[config.mk]
export PLATFORM = sky130hd
export DESIGN_NAME = multicycle_control_fsm
export DESIGN_NICKNAME = d
export VERILOG_FILES = /design/src/rtl/mc_ctrl_pkg.sv /design/src/rtl/mc_ctrl_decode.sv /design/src/rtl/multicycle_control_fsm.sv
export SDC_FILE = /design/constraint.sdc
export NUM_CORES = 1
export LEC_CHECK = 0
export CAP_MARGIN = 10
export CORE_UTILIZATION = 48
export DETAILED_ROUTE_END_ITERATION = 8
export GPL_TIMING_DRIVEN = 0
export PLACE_DENSITY = 0.8
export RECOVER_POWER = 50
export SYNTH_ARGS = -nofsm -noshare
export SYNTH_HDL_FRONTEND = slang
export SYNTH_SLANG_ARGS = --single-unit
[constraint.sdc]
create_clock -name i_clk -period 2.2 [get_ports i_clk]
set_input_delay 0.55 -clock i_clk [delete_from_list [all_inputs] [get_ports i_clk]]
set_output_delay 0.55 -clock i_clk [all_outputs]
set_load 0.005 [all_outputs]
[src/rtl/mc_ctrl_pkg.sv]
// mc_ctrl_pkg
// Shared definitions for the multi-cycle RV64 main controller: state
// encodings, opcode constants, datapath select encodings and the bundle of
// control strobes driven toward the datapath.
package mc_ctrl_pkg;

  typedef enum logic [3:0] {
    ST_FETCH    = 4'd0,
    ST_DECODE   = 4'd1,
    ST_EXEC_R   = 4'd2,
    ST_EXEC_I   = 4'd3,
    ST_ALU_WB   = 4'd4,
    ST_MEM_ADDR = 4'd5,
    ST_MEM_RD   = 4'd6,
    ST_MEM_WB   = 4'd7,
    ST_MEM_WR   = 4'd8,
    ST_BRANCH   = 4'd9,
    ST_TRAP     = 4'd10
  } state_e;

  localparam logic [6:0] OP_R      = 7'b0110011;
  localparam logic [6:0] OP_IMM    = 7'b0010011;
  localparam logic [6:0] OP_LOAD   = 7'b0000011;
  localparam logic [6:0] OP_STORE  = 7'b0100011;
  localparam logic [6:0] OP_BRANCH = 7'b1100011;

  localparam logic [2:0] F3_BEQ = 3'b000;

  localparam logic [1:0] ALU_OP_ADD   = 2'b00;
  localparam logic [1:0] ALU_OP_SUB   = 2'b01;
  localparam logic [1:0] ALU_OP_FUNCT = 2'b10;

  localparam logic [1:0] ALUB_REG  = 2'b00;
  localparam logic [1:0] ALUB_FOUR = 2'b01;
  localparam logic [1:0] ALUB_IMM  = 2'b10;

  localparam logic [1:0] IMM_I = 2'b00;
  localparam logic [1:0] IMM_S = 2'b01;
  localparam logic [1:0] IMM_B = 2'b10;

  typedef struct packed {
    logic       pc_en;
    logic       pc_src;
    logic       ir_write;
    logic       i_or_d;
    logic       mem_read;
    logic       mem_write;
    logic       reg_write;
    logic       mem_to_reg;
    logic       alu_src_a;
    logic [1:0] alu_src_b;
    logic [1:0] alu_op;
    logic [1:0] imm_type;
    logic       illegal_instr;
  } ctrl_t;

  // States in which the controller waits on the memory handshake.
  function automatic logic is_mem_state(state_e s);
    return (s == ST_FETCH) || (s == ST_MEM_RD) || (s == ST_MEM_WR);
  endfunction

endpackage

[src/rtl/mc_ctrl_decode.sv]
// mc_ctrl_decode
// Purely combinational state -> control-strobe decoder (Moore outputs, with
// the handshake-qualified strobes gated by mem_ready / zero).
// Ports:
//   i_state      current controller state
//   i_opcode     IR[6:0], selects S vs I immediate in MEM_ADDR
//   i_zero       ALU zero flag, qualifies the branch PC load
//   i_mem_ready  memory handshake, qualifies the FETCH IR/PC update
//   o_ctrl       bundle of datapath control strobes
module mc_ctrl_decode
  import mc_ctrl_pkg::*;
(
  input  state_e     i_state,
  input  logic [6:0] i_opcode,
  input  logic       i_zero,
  input  logic       i_mem_ready,
  output ctrl_t      o_ctrl
);

  always_comb begin
    o_ctrl = '0;
    case (i_state)
      ST_FETCH: begin
        o_ctrl.mem_read  = 1'b1;
        o_ctrl.alu_src_b = ALUB_FOUR;
        o_ctrl.alu_op    = ALU_OP_ADD;
        // IR and PC only update on the cycle the fetch completes.
        o_ctrl.ir_write  = i_mem_ready;
        o_ctrl.pc_en     = i_mem_ready;
      end
      ST_DECODE: begin
        // Branch target is precomputed here into ALUOut.
        o_ctrl.alu_src_b = ALUB_IMM;
        o_ctrl.imm_type  = IMM_B;
        o_ctrl.alu_op    = ALU_OP_ADD;
      end
      ST_EXEC_R: begin
        o_ctrl.alu_src_a = 1'b1;
        o_ctrl.alu_src_b = ALUB_REG;
        o_ctrl.alu_op    = ALU_OP_FUNCT;
      end
      ST_EXEC_I: begin
        o_ctrl.alu_src_a = 1'b1;
        o_ctrl.alu_src_b = ALUB_IMM;
        o_ctrl.imm_type  = IMM_I;
        o_ctrl.alu_op    = ALU_OP_FUNCT;
      end
      ST_ALU_WB: begin
        o_ctrl.reg_write = 1'b1;
      end
      ST_MEM_ADDR: begin
        o_ctrl.alu_src_a = 1'b1;
        o_ctrl.alu_src_b = ALUB_IMM;
        o_ctrl.alu_op    = ALU_OP_ADD;
        o_ctrl.imm_type  = (i_opcode == OP_STORE) ? IMM_S : IMM_I;
      end
      ST_MEM_RD: begin
        o_ctrl.mem_read = 1'b1;
        o_ctrl.i_or_d   = 1'b1;
      end
      ST_MEM_WB: begin
        o_ctrl.reg_write  = 1'b1;
        o_ctrl.mem_to_reg = 1'b1;
      end
      ST_MEM_WR: begin
        o_ctrl.mem_write = 1'b1;
        o_ctrl.i_or_d    = 1'b1;
      end
      ST_BRANCH: begin
        o_ctrl.alu_src_a = 1'b1;
        o_ctrl.alu_src_b = ALUB_REG;
        o_ctrl.alu_op    = ALU_OP_SUB;
        o_ctrl.pc_src    = 1'b1;
        o_ctrl.pc_en     = i_zero;
      end
      ST_TRAP: begin
        o_ctrl.illegal_instr = 1'b1;
      end
      default: o_ctrl = '0;
    endcase
  end

endmodule

[src/rtl/multicycle_control_fsm.sv]
// multicycle_control_fsm
// Main controller sequencing a multi-cycle RV64 datapath for R-type, I-ALU,
// ld, sd and beq. Holds the state register, next-state logic, the memory
// wait watchdog and the retired-instruction counter.
// Ports:
//   i_clk, i_reset          clock, synchronous active-high reset
//   i_opcode, i_funct3      IR fields, valid from DECODE onward
//   i_zero                  ALU zero flag
//   i_mem_ready             memory completes the current access this cycle
//   o_pc_en .. o_imm_type   datapath control strobes (all 0 while in reset)
//   o_illegal_instr         one-cycle pulse on unsupported instruction
//   o_mem_timeout           one-cycle pulse when a memory wait hits WAIT_LIMIT
//   o_retired               retired-instruction count (wraps silently)
//   o_state_dbg             current state encoding
//
// state     | meaning
// FETCH     | read instruction at PC, PC+4 -> PC when memory is ready
// DECODE    | dispatch on opcode, precompute branch target into ALUOut
// EXEC_R    | reg A op reg B
// EXEC_I    | reg A op I-immediate
// ALU_WB    | write ALUOut to rd, retire
// MEM_ADDR  | reg A + immediate -> effective address
// MEM_RD    | load access, wait for mem_ready
// MEM_WB    | write MDR to rd, retire
// MEM_WR    | store access, retire when mem_ready
// BRANCH    | compare, load branch target if zero, retire
// TRAP      | flag illegal instruction, resume at next instruction
module multicycle_control_fsm
  import mc_ctrl_pkg::*;
#(
  parameter int RETIRE_W   = 32,
  parameter int WAIT_LIMIT = 255
) (
  input  logic                i_clk,
  input  logic                i_reset,
  input  logic [6:0]          i_opcode,
  input  logic [2:0]          i_funct3,
  input  logic                i_zero,
  input  logic                i_mem_ready,
  output logic                o_pc_en,
  output logic                o_pc_src,
  output logic                o_ir_write,
  output logic                o_i_or_d,
  output logic                o_mem_read,
  output logic                o_mem_write,
  output logic                o_reg_write,
  output logic                o_mem_to_reg,
  output logic                o_alu_src_a,
  output logic [1:0]          o_alu_src_b,
  output logic [1:0]          o_alu_op,
  output logic [1:0]          o_imm_type,
  output logic                o_illegal_instr,
  output logic                o_mem_timeout,
  output logic [RETIRE_W-1:0] o_retired,
  output logic [3:0]          o_state_dbg
);

  // Counter only needs to hold 0 .. WAIT_LIMIT-1; it clears on the limit cycle.
  localparam int WAIT_W = (WAIT_LIMIT < 2) ? 1 : $clog2(WAIT_LIMIT);
  localparam logic [WAIT_W-1:0] WAIT_MAX = WAIT_W'(WAIT_LIMIT - 1);

  state_e              r_state;
  state_e              w_next;
  logic [RETIRE_W-1:0] r_retired;
  logic [WAIT_W-1:0]   r_wait;
  logic                w_waiting;
  logic                w_timeout;
  logic                w_wait_inc;
  logic                w_retire;
  ctrl_t               w_dec;
  ctrl_t               w_ctrl;

  always_ff @(posedge i_clk) begin
    if (i_reset) begin
      r_state   <= ST_FETCH;
      r_retired <= '0;
      r_wait    <= '0;
    end else begin
      r_state <= w_next;
      if (w_retire) begin
        r_retired <= r_retired + RETIRE_W'(1);
      end
      if (w_wait_inc) begin
        r_wait <= r_wait + WAIT_W'(1);
      end else begin
        r_wait <= '0;
      end
    end
  end

  always_comb begin
    w_next   = r_state;
    w_retire = 1'b0;
    case (r_state)
      ST_FETCH:    if (i_mem_ready) w_next = ST_DECODE;
      ST_DECODE: begin
        if (i_opcode == OP_R) begin
          w_next = ST_EXEC_R;
        end else if (i_opcode == OP_IMM) begin
          w_next = ST_EXEC_I;
        end else if ((i_opcode == OP_LOAD) || (i_opcode == OP_STORE)) begin
          w_next = ST_MEM_ADDR;
        end else if ((i_opcode == OP_BRANCH) && (i_funct3 == F3_BEQ)) begin
          w_next = ST_BRANCH;
        end else begin
          w_next = ST_TRAP;
        end
      end
      ST_EXEC_R:   w_next = ST_ALU_WB;
      ST_EXEC_I:   w_next = ST_ALU_WB;
      ST_ALU_WB: begin
        w_next   = ST_FETCH;
        w_retire = 1'b1;
      end
      ST_MEM_ADDR: w_next = (i_opcode == OP_STORE) ? ST_MEM_WR : ST_MEM_RD;
      ST_MEM_RD:   if (i_mem_ready) w_next = ST_MEM_WB;
      ST_MEM_WB: begin
        w_next   = ST_FETCH;
        w_retire = 1'b1;
      end
      ST_MEM_WR: begin
        if (i_mem_ready) begin
          w_next   = ST_FETCH;
          w_retire = 1'b1;
        end
      end
      ST_BRANCH: begin
        w_next   = ST_FETCH;
        w_retire = 1'b1;
      end
      ST_TRAP:     w_next = ST_FETCH;
      default:     w_next = ST_FETCH;
    endcase
  end

  // The watchdog only reports; the FSM keeps waiting after a timeout.
  assign w_waiting  = is_mem_state(r_state) && !i_mem_ready;
  assign w_timeout  = w_waiting && (r_wait == WAIT_MAX);
  assign w_wait_inc = w_waiting && !w_timeout && (w_next == r_state);

  mc_ctrl_decode u_decode (
    .i_state     (r_state),
    .i_opcode    (i_opcode),
    .i_zero      (i_zero),
    .i_mem_ready (i_mem_ready),
    .o_ctrl      (w_dec)
  );

  // Reset silences every strobe in the same cycle it is asserted.
  assign w_ctrl = i_reset ? '0 : w_dec;

  assign o_pc_en         = w_ctrl.pc_en;
  assign o_pc_src        = w_ctrl.pc_src;
  assign o_ir_write      = w_ctrl.ir_write;
  assign o_i_or_d        = w_ctrl.i_or_d;
  assign o_mem_read      = w_ctrl.mem_read;
  assign o_mem_write     = w_ctrl.mem_write;
  assign o_reg_write     = w_ctrl.reg_write;
  assign o_mem_to_reg    = w_ctrl.mem_to_reg;
  assign o_alu_src_a     = w_ctrl.alu_src_a;
  assign o_alu_src_b     = w_ctrl.alu_src_b;
  assign o_alu_op        = w_ctrl.alu_op;
  assign o_imm_type      = w_ctrl.imm_type;
  assign o_illegal_instr = w_ctrl.illegal_instr;
  assign o_mem_timeout   = w_timeout && !i_reset;
  assign o_retired       = r_retired;
  assign o_state_dbg     = r_state;

endmodule

### Yosys cells after proc, flatten, opt, wreduce, memory -nomap -nowiden

Cells that the tools add are included.

| operators by class | value |
|---|---|
| bitwise gates (word level) | 1 |
| eq/ne operators | 17 |
| reductions and logical operators | 22 |
| mux-type cells | 25 |
| $add $sub $neg | 2 |

Operator list:

| cell | count |
|---|---|
| adder 32 x 1 -> 32 bit (second input constant) | 1 |
| 2-to-1 mux 4 bit | 7 |
| one-hot mux 4 bit (6 select lines) | 1 |
| one-hot mux 4 bit (5 select lines) | 1 |
| equality test 4 x 3 -> 1 bit (second input constant) | 4 |
| 2-to-1 mux 16 bit | 1 |
| equality test 7 x 6 -> 1 bit (second input constant) | 2 |
| equality test 4 bit (second input constant) | 3 |
| OR reduction 2 bit | 6 |
| 2-to-1 mux 1 bit | 11 |
| adder 8 x 1 -> 8 bit (second input constant) | 1 |
| equality test 4 x 2 -> 1 bit (second input constant) | 2 |
| equality test 8 bit (second input constant) | 1 |
| equality test 7 x 2 -> 1 bit (second input constant) | 1 |
| equality test 7 x 5 -> 1 bit (second input constant) | 1 |
| equality test 7 bit (second input constant) | 1 |
| logical AND 1 bit | 6 |
| equality test 4 x 1 -> 1 bit (second input constant) | 1 |
| equality test 4 bit | 1 |
| logical NOT 4 bit | 1 |
| one-hot mux 1 bit (2 select lines) | 2 |
| one-hot mux 2 bit (2 select lines) | 1 |
| OR reduction 4 bit | 1 |
| logical NOT 1 bit | 3 |
| 5 further kinds | 7 |

| word-level totals | value |
|---|---|
| word-level logic and storage cells | 70 |
| bits in registers | 44 |
| input port bits | 14 |
| output and inout port bits | 53 |

### Logic depth before layout (Yosys ltp)

| depth | value |
|---|---|
| depth after elaboration | 11 |
| depth in mapped cells | 8 |

### Cells and area by module

From an unflattened synthesis, not the netlist that was laid out.

| unflattened totals | value |
|---|---|
| cells, all modules | 305 |
| area total of the unflattened synthesis | 2,548.7 µm² |

Modules (own cells, without submodules):

| module | area an instance (µm²) | seq. area each (µm²) | cells an instance | instances |
|---|---|---|---|---|
| multicycle_control_fsm | 2,322.2 | 880.8 | 277 | 1 |
| mc_ctrl_decode | 226.5 | 0.0 | 28 | 1 |

### Worst setup path before layout

Ideal clock, no wire load.

| path | value |
|---|---|
| path type | input -> output |
| start | input i_opcode[2] |
| end | output o_imm_type[0] |
| stages on the path | 4 |
| setup slack | 0.329 ns |
| data arrival time | 1.321 ns |
| required time | 1.650 ns |
| path through | nand4bb_1 nor3_1 nand2_1 nor4_1 |

| on the way | value |
|---|---|
| word-level cells in the longest chain between the ends | 4 |

RTL lines:

| what | line | source |
|---|---|---|
| from (decl) | multicycle_control_fsm.sv:36 | `input logic [6:0] i_opcode,` |
| equality test 7 x 6 -> 1 bit | mc_ctrl_decode.sv:55 | `o_ctrl.imm_type = (i_opcode == OP_STORE) ? IMM_S : IMM_I;` |
| 2-to-1 mux 1 bit | mc_ctrl_decode.sv:55 |  |
| one-hot mux 2 bit (2 select lines) | mc_ctrl_decode.sv:22 | `case (i_state)` |
| 2-to-1 mux 16 bit | multicycle_control_fsm.sv:150 | `assign w_ctrl = i_reset ? '0 : w_dec;` |
| to (decl) | multicycle_control_fsm.sv:51 | `output logic [1:0] o_imm_type,` |

No other way between the ends.

### Final worst setup path

| path | value |
|---|---|
| start | input i_opcode[2] |
| end | register r_state[2], in the netlist o_state_dbg[2] |

| on the way | value |
|---|---|
| word-level cells in the longest chain between the ends | 6 |
| elaborated cells between the ends (all ways) | 10 |

RTL lines:

| what | line | source |
|---|---|---|
| equality test 7 x 2 -> 1 bit / equality test 7 x 6 -> 1 bit (equally long branches) | multicycle_control_fsm.sv:101, multicycle_control_fsm.sv:115 |  |
| logical OR 1 bit | multicycle_control_fsm.sv:101 | `end else if ((i_opcode == OP_LOAD) \|\| (i_opcode == OP_STORE)) begin` |
| 2-to-1 mux 4 bit | multicycle_control_fsm.sv:101 |  |
| 2-to-1 mux 4 bit | multicycle_control_fsm.sv:99 | `end else if (i_opcode == OP_IMM) begin` |
| 2-to-1 mux 4 bit | multicycle_control_fsm.sv:97 | `if (i_opcode == OP_R) begin` |
| one-hot mux 4 bit (6 select lines) (*) | multicycle_control_fsm.sv:94 | `case (r_state)` |
| to (signal assigned) | multicycle_control_fsm.sv:79 | `r_state <= w_next;` |
| to (decl) | multicycle_control_fsm.sv:62 | `state_e r_state;` |

Every way passes the cells marked *; elsewhere a longest branch is shown, timed or not.
A chain may end at the register's enable or synchronous reset.

==> results.yml <==
setup_path:
  worstPathArrival_ps: 2420
  reg2reg_depth: 5
  crit_path_start_kind: "input port"
  cp_max_fo: 2
  cp.required_ps: 2390
  cp_common_cell: "buf_4"
  slowest_delay_ps: 370
  crit_buf_inv: 11
  worstSetupPathType: "in2reg"
  end_kind: "register"
  crit_family: "buffers and inverters"
  cp_slowest_cell: "a2111oi_4"
  worst-path-stages: 15
  worstPathCellList: "buf_2 -> nand4bb_4 -> nor3_4 -> buf_4 -> buf_4 -> buf_4 -> buf_4 -> buf_6 -> buf_6 -> buf_6 -> buf_4 -> buf_4 -> buf_6 -> o21ai_4 -> a2111oi_4"
route:
  drt_iter0_drc: 149
  via_per_inst: 5.65
  final_antenna_net_count: 0
  wl_per_cell_um: 15.9
  dr.pass1.iters: 4
  drc: 0
  wl_um: 7260
  vias: 2582
floorplan:
  die_w_um: 72.9
  row_count: 25
  ios: 67
  die_area_um2: 5310
  core_um2: 4790
  start_util: 0.504
  dieHeight_um: 72.9
worst_hold_path:
  holdPathStages: 1
  hp-class: "reg2reg"
synth:
  synth_top_area_frac: 0.365
  yosys_warnings: 0
  ys_ff_latch: 44
  synthAdderAreaFrac: 0.0156
  synthFlopType: "dfxtp_1"
  synth_top_family_by_area: "simple AND/OR/NAND/NOR gates"
  synth-simple-area-share: 0.316
  ys_seq_area_frac: 0.365
  yosys.cell_types.count: 46
  synth_mux_area_frac: 0.00934
  synth_compound_area_frac: 0.152
  synth.avg_cell_area_um2: 8.17
  synth.top_cells.by_area: "dfxtp_1, xor2_1, nor2_1"
  synthXorXnorAreaFrac: 0.0944
  syn_nets: 312
  async_reset_ff_frac: 0
  synth_cells: 295
  synth_top_cell_by_area: "dfxtp_1"
  synth_top_cells_by_count: "dfxtp_1, nor2_1, a21oi_1"
  syn_area_um2: 2410
  synth_edf_count: 0
global_routing:
  grt_usage: 0.280
  grt_pass1_wl_um: 11600
  grt_max_degree: 13
  grt-ovfl-total: 0
  grt_pass1_vias: 2440
  antenna_found_initial: 0
timing:
  slew_headroom: 0.481
  fin_skew_ps: 6.16
  setup_violations: 1
  hold_viol_final: 0
  fin_setup_tns_ps: -31.6
  fin_ws_ps: -31.6
  drv_slew: 0
  max_freq_ghz: 0.448
  period_share: 1.01
  rsz0062_at_grt: "true"
  period_needed_ps: 2230
  worst_pin_slew_ps: 772
status:
  status: "finished with violations"
  violations: "setup timing"
placement:
  dpl.hpwl_um: 4440
  dp_slack_ps: -929
  placedCellCount: 428
  place_congestion: 0.835
  io_buffers: 66
clocking:
  hold_buffers: 0
  cts_root_buf: "clkbuf_8"
  clkSlewWorstSetupHoldPaths_ps: 80
  clock-sinks: 44
  clock_tree.buffer_depth: 2
  cts_made_buffers: 5
  htree_levels: 2
  cts_tree: "yes"
  worstSkewPairLatency_ps: 300
power:
  p_leak_nw: 1.42
  peakVddDrop_mv: 0.396
  p_total_mw: 1.68
  p_per_area_nw_per_um2: 460
job:
  drv_cap: 0
final_layout:
  final_util: 0.762
  fin_cells: 457
  drive_above_1_share: 0.226
  insertedDiodeCount: 0
  synthToLayoutAreaGrowth_pct: 51.3
  final_nets: 408
## cell families after synthesis
kind of cell	Yosys count
adders and majority gates	3
muxes	2
AOI/OAI and AO/OA	59
buffers and inverters	23
and+or+nand+nor	138
xor gates and xnor gates	26
DFF	44
## final cells by class
| type | count | area (µm²) |
|---|---|---|
| Clock inverter | 1 | 30.0 |
| Timing Repair Buffer | 89 | 807 |
| Sequential cell | 44 | 891 |
| Clock buffer | 5 | 68.8 |
| Inverter | 8 | 30.0 |
| Multi-Input combinational cell | 228 | 1580 |
| Fill cell | 356 | 1140 |
| Tap cell | 67 | 83.8 |
| Buffer | 15 | 163 |
## timing repair
action | 4_1_cts | 5_1_grt
resized for setup | 101 | 17
pin swaps | 10 | 7
buffers inserted | 20 | 4
endpoints found under the setup margin | 17 | 6
## cells in the final DEF (no fill, tap or decap), drive strengths merged, types with 3 or more instances in the layout
cell type / synthesis / routed
nor4: 7 / 7
nor2: 45 / 45
nand3: 17 / 17
nor2b: 4 / 4
o21ai: 19 / 19
clkbuf: 8 / 17
clkdlybuf4s50: 0 / 38
dlygate4sd3: 0 / 3
o211ai: 8 / 8
xnor2: 6 / 6
nand4: 5 / 5
and2: 3 / 3
dfxtp: 44 / 44
nor3: 11 / 11
a21oi: 21 / 21
xor2: 20 / 20
ha: 3 / 3
o2111ai: 5 / 5
buf: 7 / 35
and3: 13 / 13
nand2: 16 / 16
inv: 8 / 8
or3: 11 / 11
dlygate4sd2: 0 / 13
## path summary, 6_finish.rpt
kind | startpoint | to | slack (ps)
max | i_opcode[2] | o_state_dbg[2] | -30
min | r_wait[0] | r_wait[0] | 480
max reg2reg | o_retired[0] | o_retired[25] | 180
min reg2reg | r_wait[0] | r_wait[0] | 480
## stage by stage
step	cell area, µm²	hold slack, ps
6_report	3650	481
5_1_grt	3650	505
4_1_cts	3600	488
3_5_place_dp	3160	469
3_3_place_gp	3160	455
2_1_floorplan	2410	437
## where the power goes
part	internal [mW]	switching, mW	leakage (nW)
clock network	0.326	0.273	0.0501
logic	0.124	0.139	1.02
registers	0.804	0.0112	0.357
## registers in the layout, summed over array words and instances, names as in the netlist
signal / cells
o_retired: 32
r_wait: 8
o_state_dbg: 4
## per-layer routing
layer / track usage / vias to the layer above / part of all wire
met2: 0.461 / 104 / 0.49
met1: 0.355 / 1219 / 0.43
met5: 0 / - / 0
li1: - / 1235 / -
met3: 0.0649 / 24 / 0.059
met4: 0.109 / 0 / 0.027
Power figures use the tool's default switching activity.
==> edit: new RTL, config.mk and constraints unchanged <==
Put a register stage on the output `o_mem_timeout`. The value now appears one clock later. The other outputs are not delayed to match. Comments in the files are not updated.
--- a/src/rtl/multicycle_control_fsm.sv
+++ b/src/rtl/multicycle_control_fsm.sv
@@ -162,7 +162,9 @@
   assign o_alu_op        = w_ctrl.alu_op;
   assign o_imm_type      = w_ctrl.imm_type;
   assign o_illegal_instr = w_ctrl.illegal_instr;
-  assign o_mem_timeout   = w_timeout && !i_reset;
+  always_ff @(posedge i_clk) begin
+    o_mem_timeout <= w_timeout && !i_reset;
+  end
   assign o_retired       = r_retired;
   assign o_state_dbg     = r_state;
 
Formal check against the unedited RTL: same outputs for any inputs over 10 cycles, from zero or initial values and one cycle with i_reset high; that may be too few to reach the edited logic, so the function may still have changed.
==> edit against the unedited design <==
Combinational power shrank 2%; area after synthesis grew 0.83%; power shrank 4.4%; wire length shrank 1.4%; final area shrank 0.31%; count of clock-buffer cells in the layout grew 2; sequential cell count grew 1; clock skew is essentially flat; critical endpoint is now o_mem_read; via count grew 0.89%; worst setup slack gained 0.095 ns.
==> edit: results (changes against the unedited design) <==
Status - completed (was finished with violations)
Leakage - 1.52 nW (was 1.42 nW)
Initial DRC Count - 139 (was 149)
Int Pwr - 1.18 mW (was 1.25 mW)
Power in the clock group - 0.509 mW (was 0.600 mW)
Critical Path Source - i_reset (was i_opcode[2])
Sequential element share of the synthesized area - 0.371 (was 0.365)
Worst vdd ir - 0.344 mV (was 0.396 mV)
Vias in the first global route - 2,383 (was 2,440)
Worst-path maximum fanout - 10 (was 2)
Reg2reg start - o_state_dbg[3] (was o_retired[0])
RePlAce Congestion - 0.841 (was 0.835)
Share of layout cells above drive strength 1 - 0.194 (was 0.226)
GRT Total Usage - 0.274 (was 0.280)
Post-synth top cells - 45 x dfxtp_1, 44 x nor2_1, 21 x a21oi_1 (was 44 x dfxtp_1, 44 x nor2_1, 21 x a21oi_1)
Vias/cell - 5.69 (was 5.65)
Dpl ws - -0.928 ns (was -0.929 ns)
Slew headroom - 0.549 (was 0.481)
Reg power frac - 0.523 (was 0.486)
Avg Inst Size Synth - 8.21 um2 (was 8.17 um2)
DP Wirelength - 4.42 mm (was 4.44 mm)
Final std cells w/o fill - 458 (was 457)
Largest net degree at the start of global routing - 14 (was 13)
Synth top area cells - dfxtp_1 37%, xor2_1 7.2%, nor2_1 6.8%, a21oi_1 4.3%, nand3_1 3.5% (was dfxtp_1 37%, xor2_1 7.3%, nor2_1 6.9%, a21oi_1 4.4%, nand3_1 3.5%)
Inst Count DP - 429 (was 428)
Total Wirelength - 7.16 mm (was 7.26 mm)
Multiplexer share of the synthesized area - 0.00926 (was 0.00934)
XOR/XNOR share of the synthesized area - 0.0937 (was 0.0944)
First-pass GRT wire length - 11.1 mm (was 11.6 mm)
Pwr per Cell Area - 441 nW/um2 (was 460 nW/um2)
WP data arrival - 1.59 ns (was 2.42 ns)
Post-synthesis net count - 313 (was 312)
Clk_skew - 0.00579 ns (was 0.00616 ns)
Synth Area in Compound Gates - 0.150 (was 0.152)
-- edit: cell types whose count changed after synthesis --
cell	delta
dfxtp_1	+1
-- edit: logic make-up after synthesis --
logic type | after synthesis
AOI/OAI and AO/OA | 59
xor gates and xnor gates | 26
adders and majority gates | 3
buffers and inverters | 23
DFF | 45
muxes | 2
and+or+nand+nor | 138
-- edit: cell type report --
class | instances | area share
plain buffers | 14 | 0.0478
clock inverters | 1 | 0.00206
multi-input cells | 228 | 0.420
flip-flops and latches | 45 | 0.251
repair buffers | 88 | 0.225
inverters | 8 | 0.00963
well taps | 67 | 0.0230
clock buffers | 7 | 0.0210
-- edit: worst paths after layout --
path / to / slack [ns] / cells after the start
worst max-delay path: o_mem_read / 0.06 / 5
worst min register to register: r_wait[0] / 0.48 / 1
worst min-delay path: r_wait[0] / 0.48 / 1
worst max register to register: o_retired[31] / 0.18 / 8
-- edit: layer usage --
layer  GRT usage  share of wire  vias to the layer above
met2       0.466           0.50                       85
li1            -              -                     1246
met4       0.122          0.021                        0
met3      0.0566          0.046                       15
met5           0              0                        -
met1       0.333           0.43                     1259
-- edit: critical path: stages --
cell and delay, ns:
buf_2 0.16, clkbuf_8 0.19, clkbuf_8 0.18, nor4_2 0.23
dlygate4sd2_1 0.27
-- edit: repair_timing --
action                     in CTS  in global routing
gates resized for setup        85                 10
setup endpoints to repair      16                  9
pin swaps                       7                  4
buffers inserted               20                  2
-- edit: through the flow --
stage | setup TNS, ns | util
4_1_cts | 0 | 0.755
3_5_place_dp | -11.91 | 0.664
6_report | 0 | 0.760
3_3_place_gp | -11.09 | 0.664
5_1_grt | 0 | 0.760
2_1_floorplan | 0 | -
